<file path="src/rtl/sfifo_wr_arbiter_pkg.sv">
// Shared types and the round-robin selection function for the FIFO write-port arbiter.
package sfifo_wr_arbiter_pkg;

    localparam int unsigned MAX_NREQ = 8;
    localparam int unsigned MAX_IW   = 3;

    typedef enum logic {
        IDLE  = 1'b0,
        GRANT = 1'b1
    } state_t;

    typedef struct packed {
        logic              found;
        logic [MAX_IW-1:0] idx;
    } pick_t;

    // Lowest valid index above last wins; otherwise wrap to the lowest valid index overall.
    function automatic pick_t rr_pick_fn(
        input logic [MAX_NREQ-1:0] valid,
        input logic [MAX_IW-1:0]   last,
        input int unsigned         nreq
    );
        pick_t hi;
        pick_t lo;
        hi = '0;
        lo = '0;
        for (int i = MAX_NREQ - 1; i >= 0; i--) begin
            if (i < int'(nreq) && valid[i]) begin
                lo.found = 1'b1;
                lo.idx   = MAX_IW'(i);
                if (i > int'(last)) begin
                    hi.found = 1'b1;
                    hi.idx   = MAX_IW'(i);
                end
            end
        end
        return hi.found ? hi : lo;
    endfunction

endpackage

</file>
<file path="src/rtl/sfifo_wr_arbiter_rr_pick.sv">
// Combinational next-owner selector: scans requesters starting just after last.
module sfifo_wr_arbiter_rr_pick
    import sfifo_wr_arbiter_pkg::*;
#(
    parameter int unsigned NREQ = 4,
    parameter int unsigned IW   = 2
) (
    input  logic [NREQ-1:0] valid,
    input  logic [IW-1:0]   last,
    output logic [IW-1:0]   idx,
    output logic            found
);

    pick_t pick;

    assign pick  = rr_pick_fn(MAX_NREQ'(valid), MAX_IW'(last), NREQ);
    assign idx   = IW'(pick.idx);
    assign found = pick.found;

endmodule

</file>
<file path="src/rtl/sfifo_wr_arbiter.sv">
// Round-robin burst arbiter sharing one synchronous FIFO write port among NREQ producers.
module sfifo_wr_arbiter
    import sfifo_wr_arbiter_pkg::*;
#(
    parameter int unsigned NREQ  = 4,
    parameter int unsigned WIDTH = 8,
    parameter int unsigned BURST = 4
) (
    input  logic                  clk,
    input  logic                  rst_n,
    input  logic [NREQ-1:0]       req_valid,
    input  logic [NREQ*WIDTH-1:0] req_data,
    output logic [NREQ-1:0]       req_ready,
    input  logic                  fifo_wfull,
    output logic                  fifo_winc,
    output logic [WIDTH-1:0]      fifo_wdata,
    output logic [NREQ-1:0]       grant,
    output logic                  busy
);

    localparam int unsigned    IW        = $clog2(NREQ);
    localparam int unsigned    CW        = $clog2(BURST) + 1;
    localparam logic [CW-1:0]  LAST_BEAT = CW'(BURST - 1);

    state_t          state;
    logic [IW-1:0]   last_idx;
    logic [IW-1:0]   grant_idx;
    logic [CW-1:0]   beat_cnt;
    logic [IW-1:0]   pick_idx;
    logic            pick_found;
    logic            owner_valid;
    logic [WIDTH-1:0] owner_data;
    logic [NREQ-1:0] owner_oh;
    logic            in_grant;
    logic            xfer;
    logic            rel;

    sfifo_wr_arbiter_rr_pick #(
        .NREQ (NREQ),
        .IW   (IW)
    ) u_pick (
        .valid (req_valid),
        .last  (last_idx),
        .idx   (pick_idx),
        .found (pick_found)
    );

    // Mux the current owner's channel onto the write port.
    always_comb begin
        owner_valid = 1'b0;
        owner_data  = '0;
        owner_oh    = '0;
        for (int i = 0; i < int'(NREQ); i++) begin
            if (grant_idx == IW'(i)) begin
                owner_valid = req_valid[i];
                owner_data  = req_data[i*WIDTH +: WIDTH];
                owner_oh[i] = 1'b1;
            end
        end
    end

    // A reset cycle suppresses any write even if the state register still shows GRANT.
    assign in_grant   = (state == GRANT) && rst_n;
    assign xfer       = in_grant && owner_valid && !fifo_wfull;
    assign rel        = in_grant && ((xfer && beat_cnt == LAST_BEAT) || !owner_valid);
    assign req_ready  = (in_grant && !fifo_wfull) ? owner_oh : '0;
    assign fifo_winc  = xfer;
    assign fifo_wdata = xfer ? owner_data : '0;

    always_ff @(posedge clk) begin
        if (!rst_n) begin
            state     <= IDLE;
            last_idx  <= IW'(NREQ - 1);
            grant_idx <= '0;
            beat_cnt  <= '0;
            grant     <= '0;
            busy      <= 1'b0;
        end else begin
            case (state)
                IDLE: begin
                    if (pick_found) begin
                        state     <= GRANT;
                        grant_idx <= pick_idx;
                        beat_cnt  <= '0;
                        grant     <= NREQ'(1) << pick_idx;
                        busy      <= 1'b1;
                    end
                end
                GRANT: begin
                    if (rel) begin
                        state    <= IDLE;
                        last_idx <= grant_idx;
                        beat_cnt <= '0;
                        grant    <= '0;
                        busy     <= 1'b0;
                    end else if (xfer) begin
                        beat_cnt <= beat_cnt + CW'(1);
                    end
                end
            endcase
        end
    end

endmodule

</file>
<file path="config.mk">
export PLATFORM = sky130hd
export DESIGN_NAME = sfifo_wr_arbiter
export DESIGN_NICKNAME = d
export VERILOG_FILES = /design/src/rtl/sfifo_wr_arbiter_pkg.sv /design/src/rtl/sfifo_wr_arbiter_rr_pick.sv /design/src/rtl/sfifo_wr_arbiter.sv
export SDC_FILE = /design/constraint.sdc
export NUM_CORES = 1
export LEC_CHECK = 0
export BUFFER_PORTS_ARGS = -buffer_cell sky130_fd_sc_hd__clkbuf_2
export CAP_MARGIN = 20
export CORE_ASPECT_RATIO = 0.7
export CORE_MARGIN = 5
export CORE_UTILIZATION = 46
export CTS_BUF_LIST = sky130_fd_sc_hd__clkbuf_2
export DETAILED_ROUTE_END_ITERATION = 10
export PLACE_DENSITY = 0.85
export SYNTH_ARGS = -nofsm -noshare
export SYNTH_HDL_FRONTEND = slang
export SYNTH_SLANG_ARGS = --single-unit
</file>
<file path="constraint.sdc">
create_clock -name clk -period 2.1 [get_ports clk]
set_input_delay 0.105 -clock clk [delete_from_list [all_inputs] [get_ports clk]]
set_output_delay 0.105 -clock clk [all_outputs]
set_load 0.02 [all_outputs]
</file>
; ---- Word level (Yosys, flattened, before mapping)
; Index checks and enable logic that the tools add are counted.
[word_totals]
mem_bits_ro = 0
output_inout_bits = 18
input_bits = 39
regBits = 13
n_memories = 0
latch_bits = 0
mem_bits_rw = 0
word_cells = 71
[op_classes]
n_eq_ne = 7
multipliers = 0
n_bitwise = 1
shifts = 1
addsub = 1
div = 0
n_mux = 38
n_reduce_logical = 14
magnitude_cmp = 3
[op_table]
columns = op, n
row1 = 4-bit 2-to-1 mux, 14
row2 = 8-bit 2-to-1 mux, 5
row3 = 1-bit 2-to-1 mux, 12
row4 = 3-bit 2-to-1 mux, 3
row5 = 4-bit case mux with 2 select lines, 1
row6 = 2-bit AND reduction, 4
row7 = 1-bit logical AND, 6
row8 = 3-bit case mux with 2 select lines, 1
row9 = "2-bit == test, second input constant", 2
row10 = "2-bit > comparator, first input constant", 2
row11 = "2-bit by 1-bit != test with 1-bit output, second input constant", 2
row12 = 1-bit case mux with 2 select lines, 2
row13 = "1-bit by 2-bit << shifter with 4-bit output, first input constant", 1
row14 = "3-bit by 1-bit adder with 3-bit output, second input constant", 1
row15 = "3-bit by 2-bit == test with 1-bit output, second input constant", 1
row16 = "3-bit by 1-bit != test with 1-bit output, second input constant", 1
row17 = "2-bit by 1-bit == test with 1-bit output, second input constant", 1
row18 = "1-bit by 2-bit > comparator with 1-bit output, first input constant", 1
row19 = 1-bit zero test, 2
row20 = 2-bit zero test, 1
row21 = 1-bit logical OR, 1
row22 = 1-bit inverter, 1

; ---- Depth between registers and ports, before layout
[depth]
word_depth = 12
ltp_mapped = 6
ltp_nobuf = 5

; ---- By module
; From an unflattened synthesis, not the netlist that was laid out.
[unflattened]
cells_unflattened = 107
hier_area_um2 = 977.2
[by_module_without_submodules]
columns = mod, seq_area_each_um2, instances, cells_each, area_each_um2
row1 = sfifo_wr_arbiter, 260.2, 1, 93, 890.9
row2 = sfifo_wr_arbiter_rr_pick, 0.0, 1, 14, 86.3

; ---- Worst setup path after synthesis
; OpenSTA, ideal clock, no wires.
[synth_path]
path_kind = flip-flop to flip-flop
from = reg grant_idx[1]
to = reg last_idx[0]
period_less_slack_ns = 1.684
setup_ns = 0.121
t_arrival_ns = 1.564
n_path_buf = 1
setup_slack_ns = 0.416
t_required_ns = 1.979
stages_incl_launch_ff = 6
path_cell_list = dfxtp_1 buf_6 mux4_2 a21boi_4 nor2_2 mux2_2
[synth_via]
elab_chain_cells = 11
word_cells_on_any_way = 15
cone_classes = eq/ne (3) / mux (4) / reduce/logical (8)
[synth_rtl]
columns = item, line
row1 = "start, declared", sfifo_wr_arbiter.sv:27  ; logic [IW-1:0] grant_idx;
row2 = "start signal, assigned", sfifo_wr_arbiter.sv:83  ; grant_idx <= pick_idx;
row3 = 2-bit zero test, sfifo_wr_arbiter.sv:54  ; if (grant_idx == IW'(i)) begin
row4 = 1-bit 2-to-1 mux (3 in a row), sfifo_wr_arbiter.sv:54
row5 = 1-bit 2-to-1 mux *, sfifo_wr_arbiter.sv:54
row6 = 1-bit logical AND (2 in a row), sfifo_wr_arbiter.sv:64  ; assign xfer = in_grant && owner_valid && !fifo_wfull;
row7 = 1-bit logical AND, sfifo_wr_arbiter.sv:65  ; assign rel = in_grant && ((xfer && beat_cnt == LAST_BEAT) || !owner_valid);
row8 = 1-bit logical OR *, sfifo_wr_arbiter.sv:65
row9 = 1-bit logical AND *, sfifo_wr_arbiter.sv:65
row10 = 2-bit AND reduction (no line) *, -
row11 = "end signal, assigned", sfifo_wr_arbiter.sv:73  ; last_idx <= IW'(NREQ - 1);
row12 = "end signal, assigned", sfifo_wr_arbiter.sv:92  ; last_idx <= grant_idx;
row13 = "end, declared", sfifo_wr_arbiter.sv:26  ; logic [IW-1:0] last_idx;
; Every way passes the cells marked *; elsewhere a longest branch is shown, timed or not.
; A chain may end at the register's enable or synchronous reset.

; ---- Worst setup path in the final report
[layout_path]
from = reg grant_idx[0]
to = out fifo_wdata[5]
[layout_via]
elab_chain_cells = 8
word_cells_on_any_way = 15
cone_classes = eq/ne (3) / mux (9) / reduce/logical (3)
[layout_rtl]
columns = item, line
row1 = 2-bit zero test, sfifo_wr_arbiter.sv:54
row2 = 1-bit 2-to-1 mux (4 in a row), sfifo_wr_arbiter.sv:54
row3 = 1-bit logical AND (2 in a row), sfifo_wr_arbiter.sv:64
row4 = 8-bit 2-to-1 mux *, sfifo_wr_arbiter.sv:68  ; assign fifo_wdata = xfer ? owner_data : '0;
row5 = "end, declared", sfifo_wr_arbiter.sv:16  ; output logic [WIDTH-1:0] fifo_wdata,
; Marked as above.

==> out/qor.yml <==
gp_congestion: 0.857
gr-usage-met3_pct: 6.59
finClkSkew_ps: 0.809
ys.flop_type: "dfxtp_1"
end_kind: "primary output"
start_util_pct: 48.5
cts_buffers: 3
ys_ff_latch: 13
syn_inst: 117
vdd_drop_max_mv: 0.398
finalPower_mw: 0.694
synth_edf_count: 0
wire_per_inst_um: 14.5
use_met2_pct: 29.9
hold_class: "in2reg"
grt_pass1_wl_mm: 4.35
grt_overflow: 0
syn-cell-area_sq_um: 1040
clk_pin_slew_worst_paths_ps: 140
cts_tree: "yes"
die_w_um: 67.0
synth.most_common_cell: "dfxtp_1"
root_buffer: "clkbuf_2"
core-area_sq_um: 2150
async_reset_ff_share_pct: 0
vias: 1101
yosysSeqAreaShare_pct: 24.9
areaGrowthSynthToFinish_pct: 29.5
antenna_found_initial: 0
slew_headroom_pct: 74.0
crit_buf_inv: 2
cp.required_ps: 2000
p_leak_nw: 0.683
drv_cap: 0
setup_ws_ps: 192
powerDensity_nw_per_um2: 513
arrival_ps: 1800
busiest_layer: "met2"
synth_cell_type_count: 33
hpwl_mm: 2.43
worst-setup-path-type: "reg2out"
synth_fp_nets: 158
setup_tns_ps: 0
synth_top_area_cell: "dfxtp_1"
synth.area.top_cells: "dfxtp_1 25%, mux4_2 19%, and3_1 6.0%"
post-route-drc-count: 0
fillers: 202
cpMaxStageDelayCell: "mux4_2"
cpLargestDelayFamily: "multiplexers"
first_global_vias: 1007
h-tree-depth: 1
io_buffers: 56
viasPerCell: 5.45
routed_wl_mm: 2.93
syn_avg_cell_area_sq_um: 8.93
cp-start-kind: "register"
dieArea_sq_um: 3340
clock_sinks: 13
critPathMaxFanout: 10
io_pins: 57
die_h_um: 49.9
first_iter_violations: 60
drv_slew: 0
cts_hold_buf: 0
ys_top_cells_by_count: "13 x dfxtp_1, 10 x and3_1, 10 x nand2_1"
synth_warnings: 0
path_cells: "buf_4, mux4_2, and3_1, clkbuf_2"
clkLatencyLatePin_ps: 290
place_ws_ps: 374
cpPeakStageDelay_ps: 510
rows: 14
grt_max_degree: 17
diodes: 0
finalHoldViolations: 0
grt_use_met1_pct: 19.6
timing.final.crit_period_ps: 1910
ant_nets: 0
grt_util_all_layers_pct: 16.9
worst_pin_slew_ps: 387
drive_gt1_share_pct: 48.2
rsz0062_at_grt: "no"
fmax_mhz: 524
layout.nets: 212
clk_path_buf_depth: 2
synth_top_area_share_pct: 24.9
finalCritPeriodShare_pct: 90.9
first_pass_iters: 4
setup_viol_count_final: 0
run_status: "complete, no violations"
state kept, by name (all words and copies together) (netlist names):
register,flops
grant,4
busy,1
state,1
grant_idx,2
beat_cnt,3
last_idx,2
area by class of cell:
class / count / area [sq um] / area share, %
multi-input combinational: 87 / 702 / 51.9
clock buffer: 3 / 15.0 / 1.11
clock inverter: 1 / 5.00 / 0.370
timing repair buffer: 59 / 303 / 22.4
sequential: 13 / 262 / 19.3
tap: 32 / 40.0 / 2.96
inverter: 7 / 26.3 / 1.94
placed cells by master (no fill, tap or decap), types with 2 or more instances in the layout:
cell type  synthesis  final
ha_1               2      2
and2_1             2      2
nor2b_1            2      2
mux2_2             2      2
nor4_1             2      2
nand3_1            5      5
nor2_2             1      2
nor2_1             7      6
a32o_1             3      3
inv_1              7      7
nand2_1           10     10
dfxtp_1           13     12
or2_2              2      2
o21ai_0            6      6
o22ai_1            2      2
and3_1            10     10
nand2b_1           3      3
mux4_2             9      9
buf_4              0      3
a21oi_1            7      7
o31ai_1            2      2
clkbuf_2           0     59
what timing repair did:
item	in CTS	in global routing
buffers inserted	0	0
gates resized for setup	0	2
endpoints found under the setup margin	0	10
worst reg2reg max path, delay by kind of cell (launching register included):
kind             cells  cell delay, ps
flip-flops           1             370
AO/OA/AOI/OAI        1             180
multiplexers         2             880
AND/OR/NAND/NOR      1             180
cell families (layout without fill, tap and decap cells):
kind of cell               Yosys count  count (layout)  share of synthesized area, %
muxes                               12              12                          22.5
DFF                                 13              13                          24.9
buffers and inverters               17              70                          8.14
AOI/OAI and AO/OA                   25              25                          17.7
and+or+nand+nor                     48              48                          24.3
adders and majority gates            2               2                          2.39
worst paths after layout:
| kind | from | end | slack [ps] | cells after the start |
|---|---|---|---|---|
| max reg2reg | grant_idx[1] | last_idx[1] | 390 | 4 |
| min reg2reg | busy | busy | 490 | 2 |
| max | grant_idx[0] | fifo_wdata[5] | 190 | 4 |
| min | fifo_wfull | beat_cnt[0] | 200 | 3 |
layer usage:
layer | wire length (um) | up-vias
li1 | - | 539
met1 | 1200 | 497
met2 | 1280 | 62
met3 | 429 | 3
met4 | 14 | 0
met5 | 0 | -
per-stage QoR:
step	cell area [sq um]	instances	hold WS (ps)	util (%)
after floorplan	1040	117	281	-
after global placement	1330	198	457	61.7
after detailed placement	1330	198	463	61.7
after CTS	1350	202	186	62.6
after global routing	1350	202	220	62.8
final	1350	202	198	62.8
power by group:
part | switching [mW] | total, mW | internal, mW
Clock | 0.0946 | 0.138 | 0.0431
Combinational | 0.133 | 0.265 | 0.132
Sequential | 0.0239 | 0.292 | 0.268
No activity file was read; power rests on OpenSTA's default activity.
